**src/rtl/cla_pkg.sv**
```systemverilog
// Shared types and helpers for the pipelined carry-lookahead adder.
package cla_pkg;

    localparam int unsigned CLA_GROUP_W = 4;

    typedef struct packed {
        logic g;
        logic p;
    } gp_t;

    // Carry out of one lookahead group given its generate/propagate pair and carry in.
    function automatic logic group_carry(input gp_t gp, input logic cin);
        return gp.g | (gp.p & cin);
    endfunction

endpackage

```
**src/rtl/cla_group4.sv**
```systemverilog
// 4-bit carry-lookahead group: sum bits plus group generate/propagate.
module cla_group4
    import cla_pkg::*;
(
    input  logic [CLA_GROUP_W-1:0] a,
    input  logic [CLA_GROUP_W-1:0] b,
    input  logic                   cin,
    output logic [CLA_GROUP_W-1:0] sum,
    output gp_t                    gp
);

    logic [CLA_GROUP_W-1:0] g;
    logic [CLA_GROUP_W-1:0] p;
    logic [CLA_GROUP_W-1:0] c;

    // Every internal carry is a flat sum of products of cin, g and p.
    always_comb begin
        g = a & b;
        p = a ^ b;
        c[0] = cin;
        c[1] = g[0] | (p[0] & cin);
        c[2] = g[1] | (p[1] & g[0]) | (p[1] & p[0] & cin);
        c[3] = g[2] | (p[2] & g[1]) | (p[2] & p[1] & g[0]) | (p[2] & p[1] & p[0] & cin);
        sum  = p ^ c;
        gp.g = g[3] | (p[3] & g[2]) | (p[3] & p[2] & g[1]) | (p[3] & p[2] & p[1] & g[0]);
        gp.p = &p;
    end

endmodule

```
**src/rtl/pipe_cla_adder.sv**
```systemverilog
// Pipelined carry-lookahead adder with valid/ready streaming on both sides.
// Optional CLA_FLAGS_EN adds registered zero and signed-overflow outputs.
module pipe_cla_adder
    import cla_pkg::*;
#(
    parameter int unsigned WIDTH            = 32,
    parameter int unsigned GROUPS_PER_STAGE = 2
) (
    input  logic             clk,
    input  logic             rst,
    input  logic             in_valid,
    output logic             in_ready,
    input  logic [WIDTH-1:0] in_a,
    input  logic [WIDTH-1:0] in_b,
    input  logic             in_cin,
    output logic             out_valid,
    input  logic             out_ready,
    output logic [WIDTH-1:0] out_sum,
    output logic             out_cout
`ifdef CLA_FLAGS_EN
    ,
    output logic             out_zero,
    output logic             out_ovf
`endif
);

    localparam int unsigned NG     = WIDTH / CLA_GROUP_W;
    localparam int unsigned SW     = CLA_GROUP_W * GROUPS_PER_STAGE;
    localparam int unsigned STAGES = NG / GROUPS_PER_STAGE;

    if (WIDTH == 0 || (WIDTH % CLA_GROUP_W) != 0) begin : g_bad_width
        $error("pipe_cla_adder: WIDTH must be a non-zero multiple of 4");
    end
    if (GROUPS_PER_STAGE == 0 || (NG % GROUPS_PER_STAGE) != 0) begin : g_bad_gps
        $error("pipe_cla_adder: WIDTH/4 must be divisible by GROUPS_PER_STAGE");
    end

    // xq carries operand A shifted down with finished sum bits entering from the top;
    // after the last stage it holds the complete sum. yq carries operand B shifted down.
    logic [WIDTH-1:0]  xq [STAGES];
    logic [WIDTH-1:0]  yq [STAGES];
    logic [STAGES-1:0] cq;
    logic [STAGES-1:0] vq;

    logic [WIDTH-1:0]  xa [STAGES];
    logic [WIDTH-1:0]  xb [STAGES];
    logic [WIDTH-1:0]  xn [STAGES];
    logic [WIDTH-1:0]  yn [STAGES];
    logic [STAGES-1:0] ci;
    logic [STAGES-1:0] co;
    logic [STAGES-1:0] vin;

    logic [WIDTH-1:0]  gsum;
    gp_t  [NG-1:0]     gp;
    logic [NG-1:0]     gc;
    logic              en;

    assign en       = !vq[STAGES-1] || out_ready;
    assign in_ready = en;

    always_comb begin
        xa[0]  = in_a;
        xb[0]  = in_b;
        ci[0]  = in_cin;
        vin[0] = in_valid;
        for (int unsigned k = 1; k < STAGES; k++) begin
            xa[k]  = xq[k-1];
            xb[k]  = yq[k-1];
            ci[k]  = cq[k-1];
            vin[k] = vq[k-1];
        end
    end

    for (genvar g = 0; g < NG; g++) begin : g_grp
        localparam int unsigned K = g / GROUPS_PER_STAGE;
        localparam int unsigned J = g % GROUPS_PER_STAGE;
        cla_group4 u_grp (
            .a   (xa[K][CLA_GROUP_W*J +: CLA_GROUP_W]),
            .b   (xb[K][CLA_GROUP_W*J +: CLA_GROUP_W]),
            .cin (gc[g]),
            .sum (gsum[CLA_GROUP_W*g +: CLA_GROUP_W]),
            .gp  (gp[g])
        );
    end

    always_comb begin
        gc = '0;
        co = '0;
        for (int unsigned k = 0; k < STAGES; k++) begin
            for (int unsigned j = 0; j < GROUPS_PER_STAGE; j++) begin
                if (j == 0) begin
                    gc[k*GROUPS_PER_STAGE] = ci[k];
                end else begin
                    gc[k*GROUPS_PER_STAGE+j] = group_carry(gp[k*GROUPS_PER_STAGE+j-1],
                                                           gc[k*GROUPS_PER_STAGE+j-1]);
                end
            end
            co[k] = group_carry(gp[k*GROUPS_PER_STAGE+GROUPS_PER_STAGE-1],
                                gc[k*GROUPS_PER_STAGE+GROUPS_PER_STAGE-1]);
        end
    end

    always_comb begin
        for (int unsigned k = 0; k < STAGES; k++) begin
            xn[k] = (xa[k] >> SW) | (WIDTH'(gsum[SW*k +: SW]) << (WIDTH - SW));
            yn[k] = xb[k] >> SW;
        end
    end

`ifdef CLA_FLAGS_EN
    logic zero_d;
    logic ovf_d;
    logic zero_q;
    logic ovf_q;

    // Last stage sees the operand sign bits at the top of its own slice.
    assign zero_d = (xn[STAGES-1] == '0);
    assign ovf_d  = (xa[STAGES-1][SW-1] == xb[STAGES-1][SW-1]) &&
                    (gsum[WIDTH-1] != xa[STAGES-1][SW-1]);

    always_ff @(posedge clk or posedge rst) begin
        if (rst) begin
            zero_q <= 1'b0;
            ovf_q  <= 1'b0;
        end else if (en) begin
            zero_q <= zero_d;
            ovf_q  <= ovf_d;
        end
    end

    assign out_zero = zero_q;
    assign out_ovf  = ovf_q;
`endif

    always_ff @(posedge clk or posedge rst) begin
        if (rst) begin
            for (int unsigned k = 0; k < STAGES; k++) begin
                xq[k] <= '0;
                yq[k] <= '0;
            end
            cq <= '0;
            vq <= '0;
        end else if (en) begin
            for (int unsigned k = 0; k < STAGES; k++) begin
                xq[k] <= xn[k];
                yq[k] <= yn[k];
            end
            cq <= co;
            vq <= vin;
        end
    end

    assign out_valid = vq[STAGES-1];
    assign out_sum   = xq[STAGES-1];
    assign out_cout  = cq[STAGES-1];

endmodule

```
**config.mk**
```make
export PLATFORM = sky130hd
export DESIGN_NAME = pipe_cla_adder
export DESIGN_NICKNAME = d
export VERILOG_FILES = /design/src/rtl/cla_pkg.sv /design/src/rtl/cla_group4.sv /design/src/rtl/pipe_cla_adder.sv
export SDC_FILE = /design/constraint.sdc
export NUM_CORES = 1
export LEC_CHECK = 0
export ABC_AREA = 1
export CORE_MARGIN = 2
export CORE_UTILIZATION = 55
export DETAILED_ROUTE_END_ITERATION = 6
export PLACE_DENSITY_LB_ADDON = 0.25
export SETUP_SLACK_MARGIN = 0.2
export SYNTH_ARGS = -nofsm -noshare
export SYNTH_HDL_FRONTEND = slang
export SYNTH_HIERARCHICAL = 1
export SYNTH_SLANG_ARGS = --single-unit
```
**constraint.sdc**
```tcl
create_clock -name clk -period 6.65 [get_ports clk]
set_clock_uncertainty 0.1 [all_clocks]
set_input_delay 0.665 -clock clk [delete_from_list [all_inputs] [get_ports clk]]
set_output_delay 0.665 -clock clk [all_outputs]
set_load 0.1 [all_outputs]
```
==> metrics.txt, run 1 <==
status=finished, final reports clean; unrepaired setup endpoints after global routing=false; count of input and output buffers=103; post-cts repair resize count=0; Met1 Wirelength=7.29 mm; most area-hungry cell type in the Yosys netlist=sky130_fd_sc_hd__dfrtp_1; Total GRT Usage=21.2%; Final Hold Vio Count=0; Starting Density=55.6%; final slew viol count=0; CP required=5.88 ns; Post-synth top flop=sky130_fd_sc_hd__dfrtp_1; Final Routed Wirelength=16.3 mm; TritonCTS clock tree=built; vertical extent of the die=130 um; critical-path maximum fanout=141; number of maximum-capacitance constraint violations=0; detailed route wirelength on metal2=8.16 mm; minimum period implied by the final worst setup slack=3.82 ns; Die Span X=130 um; number of library cell types mapped by synthesis=24; fraction of power spent switching nets=45.8%; number of nets in the layout=1206; power dissipated by switching net loads=2.63 mW; maximum resistive drop on vdd=305 uV; post-DP HPWL=10.4 mm; placed standard-cell area=9800 um^2; wire length of the first global-routing pass=28.4 mm; vias in the first global route=6223; element type at the critical path start=primary input; proportion of power drawn by flip-flops and latches=32.9%; CP Data Arrival Time=3.06 ns; average instance area after synthesis=8.64 um^2; I/O Pins=104; number of synthesized flops with an enable pin=0; WS Path Type=in -> out; sum of negative setup slack=0 ns; post-synthesis instance area=8740 um^2; synthesized net count=1128; most common cell after layout, fill and taps aside=sky130_fd_sc_hd__nand2_1; number of instances in the synthesized netlist=1011; count of synthesis-stage warnings from yosys=6; highest clock frequency the design can meet=0.262 GHz; final-report setup violation count=0; Area contributors post-synth=sky130_fd_sc_hd__dfrtp_1, sky130_fd_sc_hd__nand2_1, sky130_fd_sc_hd__nand3_1, sky130_fd_sc_hd__ha_1, sky130_fd_sc_hd__inv_1; detailed-route vias per instance=4.96; Tcrit/Tclk final=57.5%; endpoint type of the worst setup path=primary output; setup ws final=2.83 ns; setup fix buffers added after clock tree synthesis=0; Pint=3.11 mW; minimum setup slack among reg-to-reg paths=4.37 ns; number of antenna diodes=0; full die area=16900 um^2; later-pin clock latency in the skew report=0.43 ns; clock sink total=184; buffer type at the clock tree root=sky130_fd_sc_hd__clkbuf_16; area inside the core boundary=15700 um^2; drt first-iter violations=619; WHS=0.370 ns; Layout area overhead=19.2%; share of the yosys chip area belonging to registers=52.7%; Static Leak=5.31 nW; count of unresolved DRC violations after routing=0; Clock H-tree levels=4; fill cell count=1318; most frequent cells in the layout=sky130_fd_sc_hd__nand2_1, sky130_fd_sc_hd__dfrtp_1, sky130_fd_sc_hd__inv_1; proportion of synthesized flip-flops having asynchronous set or reset=100%; fraction of power consumed by combinational cells=49.0%; Max Root-Sink Buffers=2; Final Cell Area=10400 um^2; routed wirelength normalized by instance count=12.4 um; worst rel slew slack=33.7%; total clock buffers created by CTS=17; total number of vias=6543; first-pass detailed-route iteration total=5; initial antenna violation count=0; hold bufs inserted after CTS=0; share of total power in the clock network=18.1%; placer congestion estimate=0.798; count of antenna-violating nets left after detailed routing=0; total global routing overflow=0; number of core rows=46; max layer used=met4; proportion of layout cells with a drive suffix above 1=4.72%; Clk pin slew, worst setup/hold paths=0.07 ns; transition at the pin with the smallest max-transition slack=0.991 ns; register bit total from synthesis=184; post-place setup slack=2.84 ns; routed length on met3=654 um; class of the most critical hold timing path=reg -> reg; area fraction of the dominant cell type after synthesis=52.7%; power density cells=551 nW/um^2; maximum number of pins on one net before global-route repair=142
==> power by group through the flow <==
| stage | Sequential (mW) | Combinational (mW) | Clock (mW) |
|---|---|---|---|
| final | 1.89 | 2.81 | 1.04 |
| after global routing | 1.95 | 3.14 | 1.10 |
| after CTS | 1.89 | 2.83 | 1.06 |
| after detailed placement | 1.91 | 2.80 | 0 |
| after global placement | 1.89 | 2.74 | 0 |
| after floorplan | 2.60 | 1.52 | 0 |
==> path summary, 6_finish.rpt <==
| check | startpoint | end | depth (start not counted) |
|---|---|---|---|
| setup / recovery | out_ready | in_ready | 4 |
| max in group asynchronous | rst | vq[3] | 3 |
| hold reg to reg | xa[14] | out_sum[6] | 2 |
| min in group asynchronous | rst | xa[80] | 2 |
| setup reg to reg | xb[34] | xa[29] | 12 |
| hold / removal | xa[14] | out_sum[6] | 2 |
==> kinds of logic after synthesis <==
| logic type | synth area share (%) |
|---|---|
| AND/OR/NAND/NOR | 22.8 |
| flip-flops | 52.7 |
| buffers and inverters | 8.52 |
| AO/OA/AOI/OAI | 6.79 |
| adder cells (fa/ha/maj) | 7.56 |
| XOR/XNOR | 1.60 |
==> critical path, cell delays in order <==
cell and delay (ns):
sky130_fd_sc_hd__clkdlybuf4s50_1 0.47, sky130_fd_sc_hd__inv_2 0.07, sky130_fd_sc_hd__nand2_8 0.52, sky130_fd_sc_hd__clkdlybuf4s50_1 1.27
==> cell type report <==
| cell class | instances | area (um^2) | area share, % |
|---|---|---|---|
| well taps | 216 | 270 | 2.60 |
| clock buffers | 20 | 467 | 4.48 |
| multi-input cells | 658 | 3400 | 32.6 |
| inverters | 119 | 452 | 4.34 |
| flip-flops and latches | 184 | 4610 | 44.2 |
| clock inverters | 12 | 148 | 1.42 |
| repair buffers | 109 | 1080 | 10.3 |
==> cell usage after synthesis, types with 31 or more instances <==
master	count
sky130_fd_sc_hd__dfrtp_1	184
sky130_fd_sc_hd__a21oi_1	54
sky130_fd_sc_hd__nor2_1	66
sky130_fd_sc_hd__inv_1	118
sky130_fd_sc_hd__ha_1	40
sky130_fd_sc_hd__nand2_1	286
sky130_fd_sc_hd__buf_2	31
sky130_fd_sc_hd__nand3_1	106
sky130_fd_sc_hd__o21ai_1	49
==> routing by layer <==
metal / GRT usage, % / vias to the layer above
met5: 0 / -
met3: 4.59 / 18
li1: - / 3341
met2: 35.8 / 117
met4: 6.58 / 0
met1: 27.6 / 3067
==> per-stage QoR <==
stage                     power, mW  util [%]  instances
after floorplan                4.13         -       1011
final                          5.74      66.3       1318
after global placement         4.63      62.4       1286
after global routing           6.19      66.3       1318
after CTS                      5.78      66.3       1318
after detailed placement       4.71      62.4       1286
==> state kept, by name, indices dropped and copies added, names as in the netlist <==
signal	count
xa	96
xb	48
out_sum	32
cq	4
vq	4
Power figures use the tool's default switching activity.
==> inputs of run 2 (changes only) <==
--- a/config.mk
+++ b/config.mk
@@ -7,7 +7,7 @@
 export LEC_CHECK = 0
 export ABC_AREA = 1
 export CORE_MARGIN = 2
-export CORE_UTILIZATION = 55
+export CORE_UTILIZATION = 51
 export DETAILED_ROUTE_END_ITERATION = 6
 export PLACE_DENSITY_LB_ADDON = 0.25
 export SETUP_SLACK_MARGIN = 0.2
==> constraint.sdc (replaced) <==
create_clock -name clk -period 3.15 [get_ports clk]
set_clock_uncertainty 0.1 [all_clocks]
set_input_delay 0.315 -clock clk [delete_from_list [all_inputs] [get_ports clk]]
set_output_delay 0.315 -clock clk [all_outputs]
set_load 0.1 [all_outputs]
==> run 2 against run 1 <==
Against the previous run:
- worst hold slack got worse by 0.26 ns
- non-clock buffer count is 8 higher
- via count is 0.21% lower
- utilization decreased by 3.2 points
- setup slack worse by 2.0 ns
- total power grew 110%
- largest power group unchanged
- largest cell class unchanged
- critical path type is now reg -> out
==> metrics.txt, run 2 (same netlist as run 1, synthesis figures left out) <==
routed length on met3=673 um (+2.9%); placer congestion estimate=0.782 (-2.0%); total clock buffers created by CTS=17 (unchanged); total chip power=12.2 mW (+110%); vias in the first global route=6441 (+3.5%); detailed route wirelength on metal2=8.18 mm (+0.23%); Static Leak=5.38 nW (+1.4%); max FFs per register=96 (unchanged); detailed-route vias per instance=4.91 (-1.1%); power density cells=1160 nW/um^2 (+110%); Layout area overhead=20.2%; largest incremental delay on the critical path=1.15 ns (-0.12 ns); number of maximum-capacitance constraint violations=0 (unchanged); placed standard-cell area=9870 um^2 (+0.73%); hold bufs inserted after CTS=0 (unchanged); Final Routed Wirelength=16.7 mm (+2.1%); Starting Density=52.5% (-3.1 points); Met1 Wirelength=7.57 mm (+3.9%); cell-by-cell listing of the critical path=clkdlybuf4s50_1; Tcrit/Tclk final=74.2%; Reg2Reg Depth=12 (unchanged); count of antenna-violating nets left after detailed routing=0 (unchanged); Max Root-Sink Buffers=2 (unchanged); WS Path Type=reg -> out; minimum setup slack among reg-to-reg paths=0.88 ns (-3.49 ns); setup fix buffers added after clock tree synthesis=0 (unchanged); fill cell count=1454 (+10%); clock sink total=184 (unchanged); count of unresolved DRC violations after routing=0 (unchanged); count of input and output buffers=103 (unchanged); class of the most critical hold timing path=in -> async; highest clock frequency the design can meet=0.428 GHz; reg2reg start=xa[33]; status=finished, final reports clean; Post-Route Utilization=63.1% (-3.2 points); endpoint type of the worst setup path=primary output; total global routing overflow=0 (unchanged); sum of negative setup slack=0 ns (unchanged); Crit Reg-Reg Endpoint=xa[28]; later-pin clock latency in the skew report=0.42 ns (about the same); number of core rows=47 (+2.2%); total number of vias=6529 (-0.21%); Clk pin slew, worst setup/hold paths=0.07 ns (about the same); I/O Pins=104 (unchanged); sequential cell area=4610 um^2 (unchanged); WHS=0.107 ns (-0.263 ns); number of antenna diodes=0 (unchanged); Final Cell Area=10500 um^2 (+0.79%); Final Hold Vio Count=0 (unchanged); Clock H-tree levels=4 (unchanged); post-cts repair resize count=0 (unchanged); post-DP HPWL=11.1 mm (+7.0%); maximum resistive drop on vdd=689 uV (+130%); TritonCTS clock tree=built; Total GRT Usage=20.1% (-1.1 points); footprint of the multi-input gates=3400 um^2 (unchanged); kind of cell adding the most delay to the critical path=buffers and inverters; proportion of layout cells with a drive suffix above 1=6.94% (+2.2 points); buffer type at the clock tree root=sky130_fd_sc_hd__clkbuf_16; wire length of the first global-routing pass=29.6 mm (+4.4%); initial antenna violation count=0 (unchanged); transition at the pin with the smallest max-transition slack=0.976 ns (-0.0144 ns); critical-path maximum fanout=2 (-99%); max layer used=met4; most frequent cells in the layout=sky130_fd_sc_hd__nand2_1, sky130_fd_sc_hd__dfrtp_1, sky130_fd_sc_hd__inv_1; number of nets in the layout=1214 (+0.66%); CP Data Arrival Time=1.92 ns (-1.14 ns); drt first-iter violations=433 (-30%); first-pass detailed-route iteration total=4 (-1); vertical extent of the die=135 um (+3.7%); area inside the core boundary=16600 um^2 (+5.9%); most common cell after layout, fill and taps aside=sky130_fd_sc_hd__nand2_1; element type at the critical path start=flop; unrepaired setup endpoints after global routing=false; CP required=2.73 ns (-3.15 ns); full die area=18200 um^2 (+7.6%); Die Span X=135 um (+3.7%); worst rel slew slack=34.7% (+0.96 points); minimum period implied by the final worst setup slack=2.34 ns; slowest library cell on the worst path=sky130_fd_sc_hd__clkdlybuf4s50_1; critical path buffer and inverter count=1 (-2); count of cell instances traversed by the critical path=1 (-3); final slew viol count=0 (unchanged); routed wirelength normalized by instance count=12.5 um (+1.1%); maximum number of pins on one net before global-route repair=87 (-39%); final-report setup violation count=0 (unchanged)
[run 2: cell types whose count changed in the layout (fill, tap and decap cells not counted), sizes merged]
cell           change
bufinv             +1
inv                -1
clkdlybuf4s50     -22
buf               +30
clkinvlp           +1
clkinv             -6
clkbuf             +5
[run 2: cell type report]
class | instances | area share [%]
multi-input combinational | 658 | 32.4
clock buffer | 25 | 4.63
tap | 220 | 2.62
clock inverter | 7 | 1.34
sequential | 184 | 43.9
inverter | 119 | 4.29
timing repair buffer | 117 | 10.9
[run 2: power by group]
group	switching, mW	internal, mW	total, mW	leakage (nW)
Combinational	4.07	1.84	5.91	2.88
Sequential	0.618	3.42	4.03	2.20
Clock	0.852	1.39	2.24	0.298
Total	5.54	6.64	12.2	5.38
[run 2: how the worst max path moves through the flow]
stage / slack [ns] / endpoint / startpoint
2_1_floorplan: 0.37 / cq[0] / rst
3_3_place_gp: 0.67 / xa[93] / in_a[1]
3_5_place_dp: 0.59 / xa[93] / in_a[1]
4_1_cts: 0.78 / out_valid / vq[3]
5_1_grt: 0.68 / xa[28] / xa[33]
6_report: 0.81 / out_sum[7] / out_sum[7]
[run 2: layer usage]
metal | track usage (%) | up-vias
met1 | 26.4 | 3049
met5 | 0 | -
met3 | 4.73 | 21
li1 | - | 3359
met2 | 33.1 | 100
met4 | 6.20 | 0
[run 2: through the flow]
step                      setup slack [ns]  instances
final                                0.812       1330
after global routing                 0.676       1330
after CTS                            0.783       1330
after detailed placement             0.587       1298
after global placement               0.672       1298
after floorplan                      0.370       1011
